==> src/rtl/sd_seq_check.sv <==
// sd_seq_check: srdy/drdy consumer that applies a drdy pattern and checks a +1 data sequence
// Ports:
//   clk, reset               rising-edge clock, asynchronous active-high reset
//   c_srdy, c_data, c_drdy   upstream handshake; c_drdy is registered
//   drdy_pat                 backpressure pattern, bit i = ready in slot i
//   expected                 next expected word
//   ok_cnt, err_cnt          saturating match / mismatch counters
//   err, err_exp, err_got    sticky first-error flag and captured values
module sd_seq_check #(
  parameter int width   = 8,
  parameter int pat_dep = 8,
  parameter int cnt_w   = 16,
  parameter int startup = 10
) (
  input  logic               clk,
  input  logic               reset,
  input  logic               c_srdy,
  output logic               c_drdy,
  input  logic [width-1:0]   c_data,
  input  logic [pat_dep-1:0] drdy_pat,
  output logic [width-1:0]   expected,
  output logic [cnt_w-1:0]   ok_cnt,
  output logic [cnt_w-1:0]   err_cnt,
  output logic               err,
  output logic [width-1:0]   err_exp,
  output logic [width-1:0]   err_got
);
  localparam int PW = pat_dep > 1 ? $clog2(pat_dep) : 1;
  typedef enum logic [1:0] {ST_STARTUP, ST_SYNC, ST_CHECK} state_t;
  state_t           r_state, w_next;
  logic [7:0]       r_scnt;
  logic [PW-1:0]    r_ppos;
  logic             r_drdy, r_err;
  logic [width-1:0] r_exp, r_err_exp, r_err_got;
  logic [cnt_w-1:0] r_ok, r_errc;
  logic             w_xfer, w_run, w_good, w_done;
  assign w_xfer = c_srdy & r_drdy;
  assign w_done = r_scnt == 8'(startup);
  // the pattern starts on the same edge STARTUP ends, so slot 0 appears startup+1 edges after release
  assign w_run  = r_state != ST_STARTUP || w_done;
  // the first word seen in SYNC is taken as the sequence seed
  assign w_good = r_state == ST_SYNC || c_data == r_exp;
  always_comb begin
    w_next = r_state;
    if (r_state == ST_STARTUP && w_done) w_next = ST_SYNC;
    else if (r_state == ST_SYNC && w_xfer) w_next = ST_CHECK;
  end
  always_ff @(posedge clk or posedge reset)
    if (reset) r_state <= ST_STARTUP;
    else r_state <= w_next;
  always_ff @(posedge clk or posedge reset) begin
    if (reset) begin
      r_scnt    <= '0;
      r_ppos    <= '0;
      r_drdy    <= 1'b0;
      r_exp     <= '0;
      r_ok      <= '0;
      r_errc    <= '0;
      r_err     <= 1'b0;
      r_err_exp <= '0;
      r_err_got <= '0;
    end else begin
      if (r_state == ST_STARTUP && !w_done) r_scnt <= r_scnt + 8'd1;
      if (w_run) begin
        r_drdy <= drdy_pat[r_ppos];
        r_ppos <= r_ppos == PW'(pat_dep - 1) ? '0 : r_ppos + PW'(1);
      end
      if (w_xfer && r_state != ST_STARTUP) begin
        // match or mismatch, the stream resynchronises to the word just received
        r_exp <= c_data + width'(1);
        if (w_good) r_ok <= r_ok + cnt_w'(r_ok != '1);
        else begin
          r_errc <= r_errc + cnt_w'(r_errc != '1);
          if (!r_err) begin
            r_err     <= 1'b1;
            r_err_exp <= r_exp;
            r_err_got <= c_data;
          end
        end
      end
    end
  end
  assign c_drdy   = r_drdy;
  assign expected = r_exp;
  assign ok_cnt   = r_ok;
  assign err_cnt  = r_errc;
  assign err      = r_err;
  assign err_exp  = r_err_exp;
  assign err_got  = r_err_got;
endmodule

==> config.mk <==
export PLATFORM = sky130hd
export DESIGN_NAME = sd_seq_check
export DESIGN_NICKNAME = d
export VERILOG_FILES = /design/src/rtl/sd_seq_check.sv
export SDC_FILE = /design/constraint.sdc
export NUM_CORES = 1
export LEC_CHECK = 0
export CAP_MARGIN = 20
export CORE_MARGIN = 8
export CORE_UTILIZATION = 45
export CTS_CLUSTER_SIZE = 8
export DETAILED_ROUTE_END_ITERATION = 12
export DONT_BUFFER_PORTS = 1
export PLACE_DENSITY_LB_ADDON = 0.12
export SLEW_MARGIN = 20
export SYNTH_ARGS = -nofsm -noshare
export SYNTH_HDL_FRONTEND = slang
export SYNTH_SLANG_ARGS = --single-unit
==> constraint.sdc <==
create_clock -name clk -period 2.75 [get_ports clk]
set_input_delay 0.275 -clock clk [delete_from_list [all_inputs] [get_ports clk]]
set_output_delay 0.275 -clock clk [all_outputs]
set_load 0.05 [all_outputs]
Yosys cells after proc, flatten, opt, wreduce, memory -nomap -nowiden
Index checks and enable logic that the tools add are counted.
Widths: inputs -> output; s select.
- $add $sub $neg: 5
- order comparisons: 1
- equal/unequal tests: 6
- muxes and demuxes: 5
- bitwise gates (word level): 3
- reductions and logical operators: 13
- operators with widths (operator ; count):
    $add 16x1->16 ; 2
    $ne 16x16->1 const B ; 2
    $add 8x1->8 const B ; 2
    $eq 8x4->1 const B ; 1
    $eq 8x8->1 ; 1
    $logic_and 1x1->1 ; 4
    $lt 3x4->1 const B ; 1
    $mux 2 ; 2
    $reduce_and 2->1 ; 2
    $reduce_bool 2->1 ; 2
    $add 3x1->3 const B ; 1
    $bmux 1 s3 ; 1
    $eq 3x3->1 const B ; 1
    $mux 3 ; 1
    $reduce_and 3->1 ; 1
    $eq 2x1->1 const B ; 1
    $logic_not 2->1 ; 1
    $logic_or 1x1->1 ; 2
    $not 1->1 ; 2
    $and 1x1->1 ; 1
    $logic_not 1->1 ; 1
    $mux 1 ; 1
- register bits after elaboration: 71
- input bits: 19
- output and inout bits: 58
- word-level logic and storage cells: 43

Depth between registers and ports, before layout
- depth in word-level cells: 4
- depth in mapped cells: 10
- depth with buffers taken out: 10

Least setup slack after synthesis
OpenSTA, ideal clock, no wires.
- path type: register to register
- from: reg r_ok[5], in the netlist ok_cnt[5]
- to: reg r_ok[10], in the netlist ok_cnt[10]
- setup time: 0.144 ns
- arrival time: 2.558 ns
- required time: 2.606 ns
- path slack: 0.048 ns
- cell stages (with the launch flop): 11
- path buffers: 0
- clock period less this slack: 2.702 ns
- cells stage by stage: dfrtp_1 > nand4_1 > nor3_1 > nand2_1 > or3_1 > ha_1 > ha_1 > nand4_1 > or3_1 > nor4_1 > xor2_1
- longest elaborated chain between the ends: 2
- RTL lines (element ; RTL line ; RTL):
    from (decl) ; 35 ; logic [cnt_w-1:0] r_ok, r_errc;
    from (signal assigned) ; 71 ; if (w_good) r_ok <= r_ok + cnt_w'(r_ok != '1);
    $ne 16x16->1 ; 71 ;
    $add 16x1->16 * ; 71 ;
Every way passes the cells marked *; elsewhere a longest branch is shown, timed or not.
A chain may end at the register's enable or synchronous reset.

Worst setup path in the final report
- from: reg r_ok[8], in the netlist ok_cnt[8]
- to: reg r_ok[10], in the netlist ok_cnt[10]
Same word-level chain as after synthesis.

==> metrics.log <==
INFO  metric maxSlewViolCount = 0
INFO  metric gpl_wtd_cong = around 0.8
INFO  metric rows = 32
INFO  metric finalSetupTns = 0 ns
INFO  metric clk_root_buf = clkbuf_8
INFO  metric drive_gt1_share = between 20% and 30%
INFO  metric timing_hold_violations_final = 0
INFO  metric synth.yosys.seq_area_share = 51.2%
INFO  metric vias_per_cell = approximately 5.2
INFO  metric clock_tree_from_tritoncts = built
INFO  metric fmax = 397 MHz
INFO  metric mostFrequentLayoutCells = 71 x dfrtp_1, 42 x buf_4, 33 x xor2_1
INFO  metric synth-seq-cells = 71
INFO  metric final_nets = about 370
INFO  metric gr-usage-met3 = 5.39%
INFO  metric gr_util_all_layers = 14.5%
INFO  metric grt-busiest-layer = met2
INFO  metric place_hpwl = 5390 um
INFO  metric total_leakage_power = around 1.9 nW
INFO  metric post_cts_resized = 0
INFO  metric avgRoutedWirePerCell = around 17 um
INFO  metric floorplan.core_area = between 0.007 and 0.008 sq mm
INFO  metric drt_first_pass_iters = 4
INFO  metric grtUsageMet1 = between 15 and 20%
INFO  metric grt_first_pass_wirelength = between 10,000 and 15,000 um
INFO  metric rsz0062_at_grt = false
INFO  metric timing.critical_path.to_type = register
INFO  metric mappedNetlistNets = roughly 320
INFO  metric critPathKind = register to register
INFO  metric p_per_area = about 1100 mW/mm^2
INFO  metric most_common_cell_after_layout_fill_and_taps_aside = dfrtp_1
INFO  metric drcViolationCount = 0
INFO  metric placed_cell_area = ~0.0039 sq mm
INFO  metric timing.critical_path.fanout_max = 4
INFO  metric grtUsageMet2 = between 20% and 30%
INFO  metric antenna_found_initial = 0
INFO  metric final_antenna_net_count = 0
INFO  metric count_of_h_tree_levels_built_during_cts = 3
INFO  metric critPathLaunchType = register
INFO  metric cts_buffer_count = 9
INFO  metric vias = 2,328
INFO  metric number_of_global_route_vias_before_repair = 2,477
INFO  metric timing.hold.ws = ~0.047 ns
INFO  metric grt_start_max_net_pins = between 70 and 80
INFO  metric ir_drop = ~450 uV
INFO  metric synth.distinct_cells = 37
INFO  metric timing.critical_path.required = 2.96 ns
INFO  metric synth_area_per_cell = 11.8 sq um
INFO  metric postSynthCellCount = a little under 300
INFO  metric finalWorstPathRequiredPeriod = 2.52 ns
INFO  metric die-area = between 0.01 and 0.015 sq mm
INFO  metric design_area = slightly above 0.004 sq mm
INFO  metric hold_path_depth = 1
INFO  metric ys.warnings.count = 0
INFO  metric max-cap-violations = 0
INFO  metric hold_class = primary input to register
INFO  metric synthesis.area = about 0.0035 sq mm
INFO  metric clock-sinks = slightly above 70
INFO  metric routed_wirelength = between 7000 and 8000 um
INFO  metric vertical_die_dimension = 104 um
INFO  metric finalSetupViolations = 0
INFO  metric worst_slew_margin_rel = between 30% and 40%
INFO  metric grt-ovfl-total = 0
INFO  metric finClkSkew = 0.0115 ns
INFO  metric timing.final.crit_share = 91.5%
INFO  metric drt_iter0_drc = around 70
INFO  metric antennaDiodeCount = 0
INFO  metric pin_count = 77
INFO  metric worst-slew-pin-transition = roughly 1 ns
INFO  metric r2r.worst_path.cells = 10
INFO  metric initial_core_utilization = 45.6%
INFO  metric source_to_sink_clock_delay_at_the_later_pin_of_the_worst_skew_pair = 0.34 ns
INFO  metric clkSlewWorstSetupHoldPaths = 0.08 ns
INFO  metric cts_buffer_depth = 2
INFO  metric fp.dieW = 104 um
INFO  metric portBuffers = 0
INFO  metric critPathArrivalTime = roughly 2.7 ns
INFO  metric post-layout-total-power = roughly 4.4 mW
INFO  metric area_growth = 17.9%
INFO  metric status = finished, final reports clean
INFO  metric fin_util = 53.8%
kinds of logic after synthesis:
logic type	synth area share [%]
AND/OR/NAND/NOR	18.2
flip-flops	51.2
XOR/XNOR	12.4
multiplexers	10.1
AO/OA/AOI/OAI	2.38
buffers and inverters	2.13
adder cells (fa/ha/maj)	3.61
registers in the layout (all words and copies together), names as in the netlist:
name,count
err_cnt,16
ok_cnt,16
err_exp,8
err_got,8
expected,8
r_scnt,8
r_ppos,3
r_state,2
c_drdy,1
err,1
final timing paths:
| check | startpoint | endpoint | slack (ns) |
|---|---|---|---|
| worst max-delay path | ok_cnt[8] | ok_cnt[10] | 0.23 |
| worst min-delay path | c_data[0] | expected[0] | 0.05 |
| worst max register to register | ok_cnt[8] | ok_cnt[10] | 0.23 |
| worst min register to register | r_scnt[7] | r_scnt[7] | 0.48 |
| max in group asynchronous | reset | r_scnt[3] | 1.96 |
| min in group asynchronous | reset | ok_cnt[12] | 0.45 |
power by group:
group | internal, mW | switching, mW | leakage [nW] | total [mW]
sequential | 1.34 | 0.657 | 0.915 | 1.99
clock | 0.528 | 0.381 | 0.109 | 0.910
combinational | 0.569 | 0.903 | 0.913 | 1.47
total | 2.43 | 1.94 | 1.94 | 4.38
routing by layer:
layer / wire [um] / vias to the layer above / share of wire (%)
met5: 0 / - / 0
met4: 102 / 0 / 1.3
met3: 598 / 11 / 7.9
met2: 3550 / 48 / 47
met1: 3330 / 1132 / 44
li1: - / 1137 / -
area by class of cell:
| type | count | area, sq um |
|---|---|---|
| fill | 695 | 3520 |
| sequential | 71 | 1780 |
| multi-input combinational | 211 | 1620 |
| timing repair buffer | 44 | 345 |
| clock buffer | 11 | 141 |
| tap | 102 | 128 |
| clock inverter | 4 | 70.1 |
| inverter | 3 | 11.3 |
cells in the mapped netlist:
cell | number | area [sq um]
or2_2 | 2 | 12.5
a21o_1 | 1 | 7.51
o21ai_0 | 9 | 45.0
nor3_1 | 12 | 60.1
nand3_1 | 19 | 95.1
buf_12 | 1 | 20.0
and4_1 | 2 | 17.5
a21oi_2 | 1 | 8.76
nand4_1 | 15 | 93.8
nand2_1 | 22 | 82.6
buf_6 | 2 | 22.5
and2_1 | 2 | 12.5
nor3b_1 | 3 | 22.5
inv_1 | 3 | 11.3
dfrtp_1 | 71 | 1780
nor2_1 | 9 | 33.8
mux4_2 | 2 | 45.0
xnor2_1 | 16 | 140
mux2_4 | 10 | 150
nor2b_1 | 1 | 6.26
and3_1 | 9 | 56.3
a21boi_0 | 1 | 7.51
mux2i_1 | 1 | 10.0
or3_1 | 3 | 18.8
and3_2 | 1 | 7.51
nor4_2 | 3 | 37.5
a21oi_1 | 1 | 5.00
a31o_2 | 1 | 8.76
xor2_1 | 33 | 289
clkbuf_1 | 4 | 15.0
nor3_4 | 1 | 16.3
nor4_1 | 4 | 25.0
and2_0 | 1 | 6.26
ha_1 | 10 | 125
nor4b_1 | 3 | 26.3
mux2_2 | 13 | 146
buf_2 | 1 | 5.00
critical path, stage by stage (launching register included):
cell and delay [ns]:
dfrtp_1 0.36, nand4_1 0.19, nor3_1 0.34, nand2_1 0.11, or3_1 0.39, ha_1 0.23, ha_1 0.21, nand4_1 0.11
or3_1 0.19, nor4_1 0.08, xor2_1 0.17
metrics by stage:
step	instances	setup slack (ns)
floorplan	293	0.0484
global placement	430	0.318
detailed placement	430	0.255
CTS	446	0.243
global route	446	0.00978
finish	446	0.233
what timing repair did:
action / in CTS / in global routing
setup buffers: 0 / 0
hold buffers: 1 / 0
hold endpoints to repair: 71 / 0
(Power assumes the default switching activity.)
